===== src/rtl/music_pkg.sv =====
// Shared definitions for the note playback path: sequencer state encoding,
// memory depth, default timing constants and tempo selection codes.
package music_pkg;

  typedef enum logic [2:0] {
    ST_IDLE   = 3'd0,
    ST_SETTLE = 3'd1,
    ST_PLAY   = 3'd2,
    ST_GAP    = 3'd3,
    ST_DONE   = 3'd4
  } seq_state_t;

  localparam int NOTE_SLOTS      = 16;
  localparam int DEF_BEAT_CYCLES = 12_500_000;  // 250 ms at 50 MHz
  localparam int DEF_GAP_CYCLES  = 1_250_000;
  localparam int DEF_SETTLE_CYC  = 2;           // address register + sync RAM

  // tempo_sel codes: beat length relative to BEAT_CYCLES
  localparam logic [1:0] TEMPO_1X   = 2'b00;
  localparam logic [1:0] TEMPO_2X   = 2'b01;
  localparam logic [1:0] TEMPO_HALF = 2'b10;
  localparam logic [1:0] TEMPO_4X   = 2'b11;

  // Stored note count, limited to the number of memory slots.
  function automatic logic [4:0] clamp_count(input logic [4:0] n);
    return (n > 5'(NOTE_SLOTS)) ? 5'(NOTE_SLOTS) : n;
  endfunction

endpackage


===== src/rtl/tone_gen.sv =====
// Square-wave generator. load captures a new half-period and restarts the
// phase low; clear restarts the phase low; en advances the phase counter and
// toggles wave every half-period cycles. A half-period of 0 is a rest.
module tone_gen
  import music_pkg::*;
#(
  parameter int FREQ_W = 32
) (
  input  logic              clk,
  input  logic              reset,
  input  logic              load,
  input  logic              clear,
  input  logic              en,
  input  logic [FREQ_W-1:0] period,
  output logic              wave
);

  localparam logic [FREQ_W-1:0] ONE = {{(FREQ_W-1){1'b0}}, 1'b1};

  logic [FREQ_W-1:0] half_period;
  logic [FREQ_W-1:0] phase_cnt;

  // Phase counter and output toggle; load/clear take priority over stepping.
  always_ff @(posedge clk) begin
    if (!reset) begin
      half_period <= '0;
      phase_cnt   <= '0;
      wave        <= 1'b0;
    end else if (load) begin
      half_period <= period;
      phase_cnt   <= '0;
      wave        <= 1'b0;
    end else if (clear) begin
      phase_cnt <= '0;
      wave      <= 1'b0;
    end else if (en) begin
      if (half_period == '0) begin
        phase_cnt <= '0;
        wave      <= 1'b0;
      end else if (phase_cnt == half_period - ONE) begin
        phase_cnt <= '0;
        wave      <= ~wave;
      end else begin
        phase_cnt <= phase_cnt + ONE;
      end
    end
  end

endmodule


===== src/rtl/note_playback_sequencer.sv =====
// Read-side controller for the 16-entry note memory. Steps note_counter
// through the stored notes (SETTLE -> PLAY -> GAP per note), holds ld_play
// while busy and turns freq_in into a square wave on audio_out.
// Optional build macro TEMPO_ADJ_EN adds tempo_sel[1:0], sampled on entry to
// PLAY, which scales the beat length (1x, 2x, 1/2x, 4x).
// Handshake: start and stop are level-sampled every clock with no ready
// return; start is honoured only in IDLE, stop wins over start and aborts any
// non-IDLE state on the next edge without a done pulse.
module note_playback_sequencer
  import music_pkg::*;
#(
  parameter int BEAT_CYCLES = DEF_BEAT_CYCLES,
  parameter int GAP_CYCLES  = DEF_GAP_CYCLES,
  parameter int SETTLE_CYC  = DEF_SETTLE_CYC,
  parameter int FREQ_W      = 32
) (
  input  logic              clk,
  input  logic              reset,
  input  logic              start,
  input  logic              stop,
  input  logic              loop_en,
  input  logic [4:0]        note_count,
  input  logic [FREQ_W-1:0] freq_in,
`ifdef TEMPO_ADJ_EN
  input  logic [1:0]        tempo_sel,
`endif
  output logic [3:0]        note_counter,
  output logic              ld_play,
  output logic              next_note_en,
  output logic              audio_out,
  output logic              busy,
  output logic              done
);

  localparam logic [31:0] BEAT_LEN    = 32'(BEAT_CYCLES);
  localparam logic [31:0] SETTLE_LAST = 32'(SETTLE_CYC - 1);
  localparam logic [31:0] GAP_LAST    = 32'(GAP_CYCLES - 1);

  seq_state_t  state;
  seq_state_t  state_next;
  logic [31:0] cyc_cnt;
  logic [31:0] beat_len;
  logic [4:0]  n_eff;
  logic        last_note;
  logic        load_tone;
  logic        zero_done;
  logic        wave;

  assign n_eff     = clamp_count(note_count);
  assign last_note = ({1'b0, note_counter} + 5'd1) >= n_eff;

  // Next-state logic; stop overrides every transition out of a busy state.
  always_comb begin
    state_next = state;
    load_tone  = 1'b0;
    case (state)
      ST_IDLE:   if (start && !stop && n_eff != 5'd0) state_next = ST_SETTLE;
      ST_SETTLE: if (cyc_cnt == SETTLE_LAST) begin
                   state_next = ST_PLAY;
                   load_tone  = 1'b1;
                 end
      ST_PLAY:   if (cyc_cnt == beat_len - 32'd1) state_next = ST_GAP;
      ST_GAP:    if (cyc_cnt == GAP_LAST)
                   state_next = (last_note && !loop_en) ? ST_DONE : ST_SETTLE;
      ST_DONE:   state_next = ST_IDLE;
      default:   state_next = ST_IDLE;
    endcase
    if (stop && state != ST_IDLE) begin
      state_next = ST_IDLE;
      load_tone  = 1'b0;
    end
  end

  // State register.
  always_ff @(posedge clk) begin
    if (!reset) state <= ST_IDLE;
    else        state <= state_next;
  end

  // Shared settle/beat/gap counter, restarted on every state change.
  always_ff @(posedge clk) begin
    if (!reset || state_next != state || state == ST_IDLE || state == ST_DONE)
      cyc_cnt <= '0;
    else
      cyc_cnt <= cyc_cnt + 32'd1;
  end

  // Note address: cleared when leaving or sitting in IDLE, advanced or
  // wrapped at the end of each gap.
  always_ff @(posedge clk) begin
    if (!reset)
      note_counter <= '0;
    else if (state_next == ST_IDLE || state == ST_IDLE)
      note_counter <= '0;
    else if (state == ST_GAP && state_next == ST_SETTLE)
      note_counter <= last_note ? 4'd0 : note_counter + 4'd1;
  end

  // Done pulse for a start request with nothing stored.
  always_ff @(posedge clk) begin
    if (!reset) zero_done <= 1'b0;
    else        zero_done <= (state == ST_IDLE) && start && !stop && (n_eff == 5'd0);
  end

`ifdef TEMPO_ADJ_EN
  // Beat length captured alongside the note frequency on entry to PLAY.
  always_ff @(posedge clk) begin
    if (!reset) begin
      beat_len <= BEAT_LEN;
    end else if (load_tone) begin
      case (tempo_sel)
        TEMPO_2X:   beat_len <= 32'(BEAT_CYCLES * 2);
        TEMPO_HALF: beat_len <= 32'(BEAT_CYCLES / 2);
        TEMPO_4X:   beat_len <= 32'(BEAT_CYCLES * 4);
        default:    beat_len <= BEAT_LEN;
      endcase
    end
  end
`else
  assign beat_len = BEAT_LEN;
`endif

  tone_gen #(.FREQ_W(FREQ_W)) u_tone (
    .clk    (clk),
    .reset  (reset),
    .load   (load_tone),
    .clear  (state != ST_PLAY && !load_tone),
    .en     (state == ST_PLAY),
    .period (freq_in),
    .wave   (wave)
  );

  assign busy         = (state != ST_IDLE);
  assign ld_play      = busy;
  assign next_note_en = (state == ST_PLAY);
  assign audio_out    = wave & next_note_en;
  assign done         = (state == ST_DONE) | zero_done;

endmodule


===== config.mk =====
export PLATFORM = sky130hd
export DESIGN_NAME = note_playback_sequencer
export DESIGN_NICKNAME = d
export VERILOG_FILES = /design/src/rtl/music_pkg.sv /design/src/rtl/tone_gen.sv /design/src/rtl/note_playback_sequencer.sv
export SDC_FILE = /design/constraint.sdc
export NUM_CORES = 1
export LEC_CHECK = 0
export ABC_AREA = 1
export CORE_AREA = 2 2 133 122
export DETAILED_ROUTE_END_ITERATION = 10
export DIE_AREA = 0 0 135 124
export PLACE_DENSITY = 0.68
export SLEW_MARGIN = 10
export SYNTH_ARGS = -nofsm -noshare
export SYNTH_HDL_FRONTEND = slang
export SYNTH_SLANG_ARGS = --single-unit

===== constraint.sdc =====
create_clock -name clk -period 3.4 [get_ports clk]
set_input_delay 1.02 -clock clk [delete_from_list [all_inputs] [get_ports clk]]
set_output_delay 1.02 -clock clk [all_outputs]
set_load 0.02 [all_outputs]

==> results of run 1 <==
[logic make-up after synthesis]
kind of cell               Yosys count  synth area share [%]
adders and majority gates           11                  1.99
buffers and inverters              167                  9.62
DFF                                105                  30.5
xor gates and xnor gates            86                  11.3
and+or+nand+nor                    627                  39.5
AOI/OAI and AO/OA                   95                  7.16
[Yosys cell counts, types with 2 or more instances]
cell / instances / share of area, %
nor3_1: 30 / 2.2
nor2_2: 17 / 1.5
nand2_4: 2 / 0.33
clkbuf_1: 10 / 0.54
nor4_1: 10 / 0.91
nand3b_1: 6 / 0.65
nand2_2: 4 / 0.36
nor2_1: 210 / 11
dfxtp_1: 105 / 30
xnor3_1: 2 / 0.65
xor2_1: 60 / 7.6
nand2_1: 241 / 13
buf_6: 4 / 0.65
inv_2: 3 / 0.16
nand3_2: 3 / 0.44
o21a_1: 2 / 0.22
nand4_1: 21 / 1.9
a21oi_1: 37 / 2.7
o21bai_1: 2 / 0.22
inv_1: 145 / 7.9
ha_1: 11 / 2.0
buf_2: 3 / 0.22
o21ai_0: 50 / 3.6
xnor2_1: 24 / 3.0
nand3_1: 73 / 5.3
or2_2: 2 / 0.18
nor3_2: 2 / 0.29
nor2_4: 3 / 0.49
[final cells by class]
type	instances	area (µm²)	share of cell area, %
timing repair buffer	61	623	7.80
multi-input combinational	819	4150	51.9
clock buffer	9	225	2.82
tap	202	253	3.16
inverter	149	559	7.00
clock inverter	7	82.6	1.03
sequential	105	2100	26.3
[state kept, by name, indices dropped and copies added, names as in the netlist]
register	flops
cyc_cnt	32
u_tone.half_period	32
u_tone.phase_cnt	32
note_counter	4
state	3
u_tone.wave	1
zero_done	1
[per-layer routing]
layer	track usage [%]	wire length, µm
met1	30.1	8580
met3	3.83	1130
met5	0	0
met4	8.46	488
met2	35.2	7550
[worst max-delay path: stages]
cell and delay (ps):
clkdlybuf4s50_1 430, nor4_2 300, buf_4 170, o21a_1 100, ha_1 220, inv_1 50
nand2_1 50, a32oi_1 190, nand3_1 110, inv_2 70, o21ai_0 70, nand2_1 100
nand2_2 70, inv_2 60, nand2_1 40, nand3_1 130, buf_12 200, nor2_1 60
[power breakdown]
part	switching (mW)	internal (mW)
sequential	0.00820	1.24
combinational	0.272	0.173
clock	0.537	0.527
total	0.817	1.93
[worst min-delay path by stage]
stage               depth (start not counted)  slack [ps]                          endpoint                             start
CTS                                         1         470             cyc_cnt[0]$_SDFF_PP0_             cyc_cnt[0]$_SDFF_PP0_
floorplan                                   1         430             cyc_cnt[0]$_SDFF_PP0_             cyc_cnt[0]$_SDFF_PP0_
detailed placement                          1         460             cyc_cnt[0]$_SDFF_PP0_             cyc_cnt[0]$_SDFF_PP0_
finish                                      1         470  u_tone.phase_cnt[0]$_SDFFE_PP0P_  u_tone.phase_cnt[0]$_SDFFE_PP0P_
global route                                1         490             cyc_cnt[0]$_SDFF_PP0_             cyc_cnt[0]$_SDFF_PP0_
global placement                            1         450             cyc_cnt[0]$_SDFF_PP0_             cyc_cnt[0]$_SDFF_PP0_
[metrics by stage]
stage          hold WS, ps  setup WS [ps]  util (%)  cells  power [mW]
5_1_grt                491           21.8      52.3   1352        2.88
3_3_place_gp           447           -176      50.2   1336        1.71
6_report               473            220      52.3   1352        2.75
3_5_place_dp           455           -223      50.2   1336        1.71
4_1_cts                474            144      52.3   1352        2.79
2_1_floorplan          433            305         -   1091        1.57
==> flow_summary_export.csv, run 1 <==
group,metric,value,unit
floorplan,die_area,16700,µm²
sta,post-route-period-util,93.5,%
route,dr.pass1.iters,6,
setup_path,cp_max_fo,32,
global_routing,grt_start_max_net_pins,39,
clocking,cts_setup_buffers,0,
yosys,syn_nets,1144,
floorplan,die_w,135,µm
clocking,clock_latency,360,ps
floorplan,std_cell_rows,43,
route,avgRoutedWirePerCell,13.1,µm
setup_path,cp.arrival,3430,ps
global_routing,grt_pass1_vias,6101,
clocking,cts_buffer_depth,2,
yosys,syn-cell-area,6900,µm²
floorplan,die_h,124,µm
sta,setup-violations-final,0,
clocking,cts.hold.buffers_added,0,
yosys,synth.avg_cell_area,6.33,µm²
final_layout,syn2layout_area_growth,15.8,%
global_routing,antenna_found_initial,0,
yosys,ys_warn_count,0,
floorplan,initial_core_util,45.2,%
clocking,clkTransAtPathRegs,80,ps
setup_path,crit_required,3650,ps
setup_path,r2r-end,"u_tone.phase_cnt[2]$_SDFFE_PP0P_",
route,drc_errors,0,
global_routing,grt-ovfl-total,0,
setup_path,endpoint,"cyc_cnt[20]$_SDFF_PP0_",
yosys,ys_seq_area_share,30.5,%
setup_path,rr_startpoint,"u_tone.half_period[0]$_SDFFE_PN0P_",
clocking,cts_tree,"done",
clocking,htree_levels,3,
global_routing,grt_pass1_wl,29200,µm
final_layout,fin_area,7990,µm²
sta,max_freq,0.314,GHz
setup_path,reg2reg_depth,16,
sta,worstMarginPinSlew,517,ps
final_layout,layout_commonest_cell,"nand2_1",
clocking,clock-sinks,105,
floorplan,ios,51,
setup_path,r2r_slack,440,ps
power_and_ir_drop,power_density,344,nW/µm²
sta,period_needed,3180,ps
clocking,cts_resized,0,
clocking,numCtsBuffers,9,
place,post_dp_cell_area,7680,µm²
setup_path,worstSetupStartpoint,"note_count[1]",
route,viasPerCell,4.98,
sta,hold_violations,0,
clocking,cts_root_buffer,"clkbuf_16",
setup_path,crit_type,"in2reg",
place,io_buffers,50,
route,vias,6738,
power_and_ir_drop,ir_worst_vdd,0.280,mV
floorplan,core_region_area,15300,µm²
worst_hold_path,min_path_type,"reg2reg",
final_layout,drive_gt1_share,5.83,%
route,drtIter0Drc,338,
yosys,synth_cell_type_count,37,
yosys,synthCells,1091,
sta,rsz0062_at_grt,"no",
route,totalWireLength,17800,µm
sta,relSlewSlack,65.5,%
yosys,synth-edff-count,0,
sta,slew_violations,0,
sta,clock_skew,10.2,ps
flow_run,drv_cap,0,
run_status,status,"finished clean",
setup_path,crit_path_end_kind,"flop",
route,ant_nets,0,
final_layout,layout_common_cells,"nand2_1 (241), nor2_1 (210), inv_1 (144)",
sta,tns,0,ps
yosys,synthArstFlopShare,0,%
final_layout,nets,1198,
final_layout,diodes,0,
setup_path,startpoint_type,"primary input",
final_layout,fill_cells,1611,
power_and_ir_drop,p_leak,3.33,nW
global_routing,globalRouteTotalUtil,22.2,%
yosys,ys.flop_type,"dfxtp_1",
yosys,ys_seq_elements,105,
place,gp_congestion,0.931,
place,dpl.hpwl,13900,µm
Power figures use the tool's default switching activity.
==> inputs of run 2 (changes only) <==
- ABC_AREA: 1 -> unset
- CELL_PAD_IN_SITES_DETAIL_PLACEMENT: unset -> 0
- CELL_PAD_IN_SITES_GLOBAL_PLACEMENT: unset -> 2
- CORE_AREA: 2 2 133 122 -> 2 2 141 129
- DIE_AREA: 0 0 135 124 -> 0 0 143 131
- PLACE_DENSITY: 0.68 -> 0.84
==> flow_summary_export.csv, run 2 <==
group,metric,value,unit
yosys,synthCells,752,
clocking,cts_setup_buffers,0,
final_layout,finalNonFillerCells,1050,
clocking,cts_root_buffer,"clkbuf_16",
route,viasPerCell,5.24,
setup_path,startpoint_type,"flop",
clocking,cts_buffer_depth,2,
route,ant_nets,0,
clocking,clock-sinks,105,
place,dpl.hpwl,12300,µm
global_routing,grt_start_max_net_pins,35,
final_layout,top_regs,"cyc_cnt (32), u_tone.half_period (32), u_tone.phase_cnt (32)",
yosys,synth_area_leader_cell,"dfxtp_1",
yosys,post-synth-top-count-cell,"nand2_1",
worst_hold_path,min_path_type,"reg2reg",
final_layout,layout_commonest_cell,"nand2_1",
setup_path,path_cells,"inv_1 -> ha_1 -> nor3b_1 -> and2_1 -> xnor2_1 -> a211o_1 -> a2111o_1 -> nor4_4 -> buf_4 -> nor3_1",
route,avgRoutedWirePerCell,15.5,µm
floorplan,initial_core_util,34.5,%
route,drc_errors,0,
global_routing,grt_util_met2,28.1,%
yosys,ys_seq_area_share,35.2,%
clocking,clkTransAtPathRegs,80,ps
yosys,synth.avg_cell_area,7.94,µm²
final_layout,syn2layout_area_growth,20.3,%
global_routing,grt_util_met3,3.61,%
power_and_ir_drop,swShare,23.1,%
power_and_ir_drop,ir_worst_vdd,0.209,mV
yosys,syn-cell-area,5970,µm²
yosys,synth_cell_type_count,62,
route,totalWireLength,16200,µm
clocking,clock_latency,360,ps
power_and_ir_drop,clockPowerShare,45.4,%
clocking,cts.hold.buffers_added,0,
yosys,synth_top_area_share,35.2,%
yosys,synth-edff-count,0,
power_and_ir_drop,power_frac_comb,4.2,%
power_and_ir_drop,p_sw,565,µW
floorplan,die_area,18700,µm²
sta,setup-violations-final,0,
sta,relSlewSlack,57.0,%
yosys,ys_seq_elements,105,
power_and_ir_drop,seq_power_share,50.4,%
sta,rsz0062_at_grt,"no",
sta,hold_violations,0,
global_routing,grt.busiest_layer,"met2",
setup_path,max_stage_delay,410,ps
run_status,status,"finished clean",
route,drtIter0Drc,311,
final_layout,utilization,41.5,%
global_routing,use_met1,25.8,%
sta,post-route-period-util,92.3,%
global_routing,globalRouteTotalUtil,18.2,%
global_routing,grt-ovfl-total,0,
flow_run,drv_cap,0,
floorplan,core_region_area,17300,µm²
clocking,htree_levels,3,
setup_path,cp.arrival,3390,ps
final_layout,drive_gt1_share,7.65,%
setup_path,crit_family,"simple AND/OR/NAND/NOR gates",
power_and_ir_drop,p_leak,2.40,nW
global_routing,grt_pass1_wl,27100,µm
final_layout,fill_cells,1731,
sta,worstMarginPinSlew,646,ps
yosys,ys_top_cells_by_count,"nand2_1 (110), dfxtp_1 (105), a21oi_1 (71)",
sta,clock_skew,8.03,ps
place,gp_congestion,0.869,
yosys,ys.flop_type,"dfxtp_1",
setup_path,slowest_stage,"a2111o_1",
route,vias,5502,
sta,slew_violations,0,
clocking,cts_resized,0,
yosys,ys_warn_count,0,
floorplan,die_h,131,µm
clocking,numCtsBuffers,9,
global_routing,antenna_found_initial,0,
setup_path,crit_path_end_kind,"flop",
power_and_ir_drop,intPower,1.88,mW
yosys,syn_nets,805,
yosys,synthTopCellsByArea,"dfxtp_1 (35%), xnor2_1 (7.6%), nand2_1 (6.9%)",
place,io_buffers,50,
floorplan,ios,51,
sta,max_freq,0.319,GHz
route,dr.pass1.iters,5,
floorplan,die_w,143,µm
final_layout,diodes,0,
sta,period_needed,3140,ps
setup_path,crit_type,"reg2reg",
setup_path,crit_required,3650,ps
clocking,cts_tree,"done",
setup_path,cp_max_fo,16,
setup_path,crit_buf_inv,2,
yosys,synthArstFlopShare,0,%
floorplan,std_cell_rows,46,
global_routing,grt_pass1_vias,5229,
power_and_ir_drop,power_density,340,nW/µm²
place,dp_cells,1034,
final_layout,nets,858,
final_layout,layout_common_cells,"nand2_1 (110), dfxtp_1 (105), a21oi_1 (71)",
run 2: worst reg2reg max path, stage by stage (launching register included):
cell and delay, ps:
dfxtp_1 320, inv_1 80, ha_1 320, nor3b_1 350
and2_1 390, xnor2_1 120, a211o_1 340, a2111o_1 410
nor4_4 350, buf_4 280, nor3_1 80
run 2: kinds of logic after synthesis:
group / after synthesis / share of synthesized area [%]
xor gates and xnor gates: 95 / 13.9
muxes: 2 / 0.356
DFF: 105 / 35.2
AOI/OAI and AO/OA: 118 / 12.0
and+or+nand+nor: 372 / 32.8
buffers and inverters: 49 / 3.44
adders and majority gates: 11 / 2.30
run 2: worst paths after layout:
path	start	to	slack, ps	cells past startpoint
worst max-delay path	u_tone.half_period[1]$_SDFFE_PN0P_	u_tone.phase_cnt[20]$_SDFFE_PP0P_	260	10
worst min-delay path	u_tone.half_period[31]$_SDFFE_PN0P_	u_tone.half_period[31]$_SDFFE_PN0P_	510	2
worst max register to register	u_tone.half_period[1]$_SDFFE_PN0P_	u_tone.phase_cnt[20]$_SDFFE_PP0P_	260	10
worst min register to register	u_tone.half_period[31]$_SDFFE_PN0P_	u_tone.half_period[31]$_SDFFE_PN0P_	510	2
run 2: metal layers:
metal | share of wire (%) | routed length (µm)
met1 | 51 | 8310
met2 | 43 | 7030
met3 | 4.2 | 677
met4 | 1.3 | 218
met5 | 0 | 0
run 2: stage by stage:
stage               instance area, µm²  worst slack (ps)  hold WS (ps)  TNS [ps]  power [mW]
CTS                               7170               210           499         0        2.47
global placement                  6860              2.26           479         0        1.36
finish                            7190               260           505         0        2.44
floorplan                         5970               552           457         0        1.29
global route                      7190              15.7           533         0        2.53
detailed placement                6860              -153           484      -707        1.36
run 2: power groups by stage:
stage	logic, mW	clock network (mW)	registers, mW
2_1_floorplan	0.0341	0	1.26
3_3_place_gp	0.0989	0	1.26
3_5_place_dp	0.101	0	1.26
4_1_cts	0.102	1.14	1.23
5_1_grt	0.111	1.19	1.23
6_report	0.102	1.11	1.23
run 2: cell type report:
type / instances / area (µm²) / area share (%)
inverter: 14 / 52.6 / 0.731
multi-input combinational: 598 / 3690 / 51.4
tap: 240 / 300 / 4.18
timing repair buffer: 77 / 728 / 10.1
clock buffer: 9 / 225 / 3.13
clock inverter: 7 / 85.1 / 1.18
sequential: 105 / 2100 / 29.3
